### src/rtl/hilo_muldiv_unit.sv
// Purpose : multi-cycle MULT/MULTU/DIV/DIVU engine owning the HI/LO registers, plus MTHI/MTLO writes.
// Latency : WIDTH+1 edges from accepted start to HI/LO update; done pulses the cycle after.
// Backpr. : none; busy is high while an operation runs and start/MTHI/MTLO are ignored then.
module hilo_muldiv_unit #(
  parameter int WIDTH = 32
) (
  input  logic             clk,
  input  logic             rst_n,
  input  logic             start,
  input  logic [1:0]       op,
  input  logic [WIDTH-1:0] reg_a,
  input  logic [WIDTH-1:0] reg_b,
  input  logic             mthi_en,
  input  logic             mtlo_en,
  input  logic [WIDTH-1:0] wr_data,
  output logic             busy,
  output logic             done,
  output logic             div_by_zero,
  output logic [WIDTH-1:0] hi,
  output logic [WIDTH-1:0] lo
);

  localparam int CW = (WIDTH > 2) ? $clog2(WIDTH) : 1;
  localparam int W2 = 2 * WIDTH;

  typedef enum logic [1:0] {
    S_IDLE = 2'd0,
    S_MUL  = 2'd1,
    S_DIV  = 2'd2,
    S_FIX  = 2'd3
  } state_t;

  state_t state, state_nxt;

  logic [CW-1:0]    cnt;
  logic [WIDTH-1:0] acc_hi;   // product high half / partial remainder
  logic [WIDTH-1:0] acc_lo;   // product low half+multiplier / dividend+quotient
  logic [WIDTH-1:0] opb;      // multiplicand / divisor magnitude
  logic             is_div;
  logic             neg_a;
  logic             neg_b;
  logic             b_zero;

  logic             in_neg_a, in_neg_b;
  logic [WIDTH-1:0] mag_a, mag_b;
  logic [WIDTH:0]   mul_sum;
  logic [WIDTH:0]   div_shift, div_diff;
  logic             div_ge;
  logic [W2-1:0]    prod, prod_neg;
  logic [WIDTH-1:0] fix_hi, fix_lo;
  logic             iter_last;

  // Operand magnitudes and sign flags; signed ops are those with op[0] set.
  always_comb begin
    in_neg_a = op[0] & reg_a[WIDTH-1];
    in_neg_b = op[0] & reg_b[WIDTH-1];
    mag_a    = in_neg_a ? (~reg_a + WIDTH'(1)) : reg_a;
    mag_b    = in_neg_b ? (~reg_b + WIDTH'(1)) : reg_b;
  end

  // One shift-add multiply step and one restoring divide step.
  always_comb begin
    mul_sum   = {1'b0, acc_hi} + {1'b0, (acc_lo[0] ? opb : '0)};
    div_shift = {acc_hi, acc_lo[WIDTH-1]};
    div_diff  = div_shift - {1'b0, opb};
    div_ge    = ~div_diff[WIDTH];
    iter_last = (cnt == CW'(WIDTH - 1));
  end

  // Sign correction of the raw magnitude result, applied in FIX.
  always_comb begin
    prod     = {acc_hi, acc_lo};
    prod_neg = ~prod + W2'(1);
    fix_hi   = acc_hi;
    fix_lo   = acc_lo;
    if (!is_div) begin
      {fix_hi, fix_lo} = (neg_a ^ neg_b) ? prod_neg : prod;
    end else begin
      // Remainder carries the dividend sign; for divide-by-zero this restores raw reg_a.
      fix_hi = neg_a ? (~acc_hi + WIDTH'(1)) : acc_hi;
      if (b_zero)
        fix_lo = '1;
      else
        fix_lo = (neg_a ^ neg_b) ? (~acc_lo + WIDTH'(1)) : acc_lo;
    end
  end

  // State register.
  always_ff @(posedge clk or negedge rst_n) begin
    if (!rst_n) state <= S_IDLE;
    else        state <= state_nxt;
  end

  // Next-state: IDLE -> MUL/DIV on start, WIDTH iterations, then one FIX cycle.
  always_comb begin
    state_nxt = state;
    case (state)
      S_IDLE:       if (start) state_nxt = op[1] ? S_DIV : S_MUL;
      S_MUL, S_DIV: if (iter_last) state_nxt = S_FIX;
      S_FIX:        state_nxt = S_IDLE;
      default:      state_nxt = S_IDLE;
    endcase
  end

  // Outputs derived from state.
  always_comb begin
    busy = (state != S_IDLE);
  end

  // Operand capture and iteration datapath.
  always_ff @(posedge clk or negedge rst_n) begin
    if (!rst_n) begin
      cnt    <= '0;
      acc_hi <= '0;
      acc_lo <= '0;
      opb    <= '0;
      is_div <= 1'b0;
      neg_a  <= 1'b0;
      neg_b  <= 1'b0;
      b_zero <= 1'b0;
    end else begin
      case (state)
        S_IDLE: begin
          if (start) begin
            cnt    <= '0;
            acc_hi <= '0;
            acc_lo <= mag_a;
            opb    <= mag_b;
            is_div <= op[1];
            neg_a  <= in_neg_a;
            neg_b  <= in_neg_b;
            b_zero <= (reg_b == '0);
          end
        end
        S_MUL: begin
          acc_hi <= mul_sum[WIDTH:1];
          acc_lo <= {mul_sum[0], acc_lo[WIDTH-1:1]};
          cnt    <= cnt + CW'(1);
        end
        S_DIV: begin
          acc_hi <= div_ge ? div_diff[WIDTH-1:0] : div_shift[WIDTH-1:0];
          acc_lo <= {acc_lo[WIDTH-2:0], div_ge};
          cnt    <= cnt + CW'(1);
        end
        default: ;
      endcase
    end
  end

  // HI/LO: result load in FIX, MTHI/MTLO only while idle, otherwise hold.
  always_ff @(posedge clk or negedge rst_n) begin
    if (!rst_n) begin
      hi          <= '0;
      lo          <= '0;
      done        <= 1'b0;
      div_by_zero <= 1'b0;
    end else begin
      done        <= (state == S_FIX);
      div_by_zero <= (state == S_FIX) && is_div && b_zero;
      if (state == S_FIX) begin
        hi <= fix_hi;
        lo <= fix_lo;
      end else if (state == S_IDLE) begin
        if (mthi_en) hi <= wr_data;
        if (mtlo_en) lo <= wr_data;
      end
    end
  end

endmodule

### config.mk
export PLATFORM = sky130hd
export DESIGN_NAME = hilo_muldiv_unit
export DESIGN_NICKNAME = d
export VERILOG_FILES = /design/src/rtl/hilo_muldiv_unit.sv
export SDC_FILE = /design/constraint.sdc
export NUM_CORES = 1
export LEC_CHECK = 0
export BUFFER_PORTS_ARGS = -buffer_cell sky130_fd_sc_hd__buf_2
export CAP_MARGIN = 20
export CORE_ASPECT_RATIO = 1.75
export CORE_MARGIN = 2
export CORE_UTILIZATION = 55
export CTS_BUF_LIST = sky130_fd_sc_hd__clkbuf_8
export DETAILED_ROUTE_END_ITERATION = 8
export PLACE_DENSITY = 0.87
export SLEW_MARGIN = 20
export SYNTH_ARGS = -nofsm -noshare
export SYNTH_HDL_FRONTEND = slang
export SYNTH_SLANG_ARGS = --single-unit
export TNS_END_PERCENT = 100
### constraint.sdc
create_clock -name clk -period 4.7 [get_ports clk]
set_input_delay 0.47 -clock clk [delete_from_list [all_inputs] [get_ports clk]]
set_output_delay 0.47 -clock clk [all_outputs]
set_load 0.01 [all_outputs]
==> flow_summary.json <==
{
  "finalCriticalPeriod_ns": 4.139,
  "yosysTopAreaCell": "dfrtp_1",
  "synthCells": 1726,
  "timing.fmax_ghz": 0.2416,
  "hold_viol": 0,
  "grt_util_all_layers": 0.3297,
  "die_h_um": 215.9,
  "ys_ff_latch": 173,
  "grt_pass1_vias": 13960,
  "vias": 14300,
  "initial_core_util": 0.5592,
  "maxSlewViolCount": 0,
  "die_area_um2": 27010,
  "switchingPower_mw": 7.084,
  "overflow": 0,
  "cts.sinks": 173,
  "cp_num_buf_inv": 2,
  "leakage_nw": 7.039,
  "worst_pin_slew_ns": 1.134,
  "synth.area.top_cells": "dfrtp_1 31%, ha_1 6.6%, xor2_1 5.8%",
  "synth_edf_count": 0,
  "start_kind": "register",
  "avgSynthCellArea_um2": 8.178,
  "dp_cells": 2125,
  "pwr-share-clk": 0.079,
  "maxCapViolCount": 0,
  "post-route-util": 0.6160,
  "cp_cell_sequence": "clkinv_1 -> buf_4 -> nor2_1 -> ha_1 -> a2111oi_0 -> o21ai_0 -> a211oi_1 -> o21ai_0 -> a41o_1 -> a211oi_1 -> o221ai_1 -> a31o_1",
  "dp_worst_setup_slack_ns": 0.6456,
  "rows": 77,
  "rr_worst_depth": 12,
  "cts_setup_buffers": 0,
  "drtIter0Drc": 1288,
  "route.met2.wl_um": 22330,
  "nets": 2007,
  "antenna_found_initial": 1,
  "p_sw_frac": 0.5344,
  "ys.warnings.count": 0,
  "critPathMaxFanout": 18,
  "ant_nets": 0,
  "p_int_mw": 6.172,
  "fin_total_pwr_mw": 13.26,
  "layout-drive-gt1-share": 0.1402,
  "finalWorstSetupSlack_ns": 0.5611,
  "grt_pass1_wl_um": 71210,
  "yosys.area.top_type_share": 0.3067,
  "cp_num_cells": 12,
  "dp_hpwl_um": 34860,
  "core_um2": 25240,
  "wl_um": 45310,
  "cts_resized": 0,
  "cts_tree": "built",
  "cts_made_buffers": 17,
  "clock_skew_ns": 0.01467,
  "crit_family": "compound AO/OA/AOI/OAI gates",
  "m1WireLength_um": 15840,
  "cts_root_buffer": "clkbuf_8",
  "end_kind": "register",
  "outcome": "finished clean",
  "wl_per_cell_um": 21.01,
  "worstPathArrival_ns": 4.56,
  "die_w_um": 125.1,
  "syn_nets": 1905,
  "synth.distinct_cells": 77,
  "power_density_nw_per_um2": 852.5,
  "critPathMaxStageDelay_ns": 0.65,
  "io_buffers": 169,
  "drc": 0,
  "met3_length_um": 2928,
  "area_delta_synth_final_pct": 10.16,
  "grt_setup_unrepaired": "false",
  "clock_latency_ns": 0.52,
  "firstDrtPassIters": 5,
  "h-tree-depth": 4,
  "ir_worst_vdd_mv": 0.4277,
  "cts_hold_buf": 0,
  "clk_pin_slew_ns": 0.10,
  "setup_tns_ns": 0,
  "grt_max_degree": 103,
  "top_layer_used": "met4",
  "synthFlopType": "dfrtp_1",
  "crit_type": "reg2reg",
  "slew_headroom": 0.2441,
  "synth_sequential_area_ratio": 0.3067,
  "finalNonFillerCells": 2157,
  "vias_per_cell": 6.631,
  "hold_path.class": "in2async",
  "synthArstFlopShare": 1.000,
  "finalSetupViolations": 0,
  "io_pins": 170,
  "fillers": 2221,
  "syn_area_um2": 14120,
  "pwr-share-comb": 0.684,
  "worst_ep_required_time_ns": 5.12,
  "cts_max_path_buffers": 2,
  "gp_congestion": 0.9929,
  "seqPwrFrac": 0.237,
  "post-route-period-util": 0.8806,
  "slowest_stage": "a211oi_1"
}
[worst paths after layout]
path	start	endpoint	slack, ns
max in group asynchronous	rst_n	acc_hi[22]	3.62
min	rst_n	hi[12]	0.04
min reg2reg	hi[24]	hi[24]	0.48
max reg2reg	acc_lo[0]	acc_hi[31]	0.56
min in group clk	reg_b[31]	opb[31]	0.22
max	acc_lo[0]	acc_hi[31]	0.56
[cells in the final DEF, fill, tap and decap left out, drive strengths merged, types with 19 or more instances in the layout]
cell type / n
o31ai: 46
mux2i: 29
dfrtp: 173
nor3: 25
a221oi: 38
clkbuf: 19
a21oi: 132
xnor2: 79
nor2: 174
a211oi: 32
a22oi: 28
ha: 74
o21ai: 147
a21o: 52
nand2: 158
buf: 195
xor2: 94
o22a: 33
inv: 65
[cell usage after synthesis, types with 46 or more instances]
cell        n
nor2_1    174
dfrtp_1   173
nand2_1   158
o21ai_0   142
a21oi_1   132
clkbuf_1  100
xor2_1     94
xnor2_1    79
ha_1       74
inv_1      62
a21o_1     52
o31ai_1    46
[cell families after synthesis]
family,count (synthesis),share of synthesized area
AO/OA/AOI/OAI,597,0.2800
XOR/XNOR,173,0.1073
adder cells (fa/ha/maj),76,0.06843
buffers and inverters,177,0.04893
flip-flops,173,0.3067
multiplexers,34,0.02455
AND/OR/NAND/NOR,496,0.1641
[flip-flops by register name, indices dropped and copies added (netlist names)]
register and cells:
state 2, done 1, opb 32, is_div 1, b_zero 1, acc_lo 32, acc_hi 32, neg_a 1
cnt 5, lo 32, hi 32, neg_b 1, div_by_zero 1
[power groups by stage]
stage,clock [mW],combinational [mW],sequential (mW)
detailed placement,0,8.84,3.11
CTS,1.05,8.88,3.08
finish,1.04,9.07,3.14
floorplan,0,6.56,2.84
global placement,0,8.64,3.08
global route,1.11,9.83,3.20
[through the flow]
step           instance area [um^2]  hold slack, ns
3_3_place_gp                  15170          0.4562
5_1_grt                       15550          0.1186
6_report                      15550         0.04230
2_1_floorplan                 14120          0.1744
4_1_cts                       15540         0.07798
3_5_place_dp                  15170          0.4622
[cell type report]
class                   instances  area [um^2]  share of cell area
flip-flops and latches        173         4329              0.2784
multi-input cells            1376         9145              0.5881
clock inverters                12        112.6            0.007242
inverters                      65        244.0             0.01569
diodes                          1        2.502           0.0001609
clock buffers                  19        261.5             0.01682
repair buffers                195         1060             0.06815
well taps                     316        395.4             0.02543
[per-layer routing]
| layer | GRT usage | vias to the layer above |
|---|---|---|
| met5 | 0 | - |
| met4 | 0.2833 | 0 |
| met3 | 0.04908 | 248 |
| met2 | 0.5674 | 761 |
| li1 | - | 6501 |
| met1 | 0.3496 | 6793 |
(Power assumes the default switching activity.)
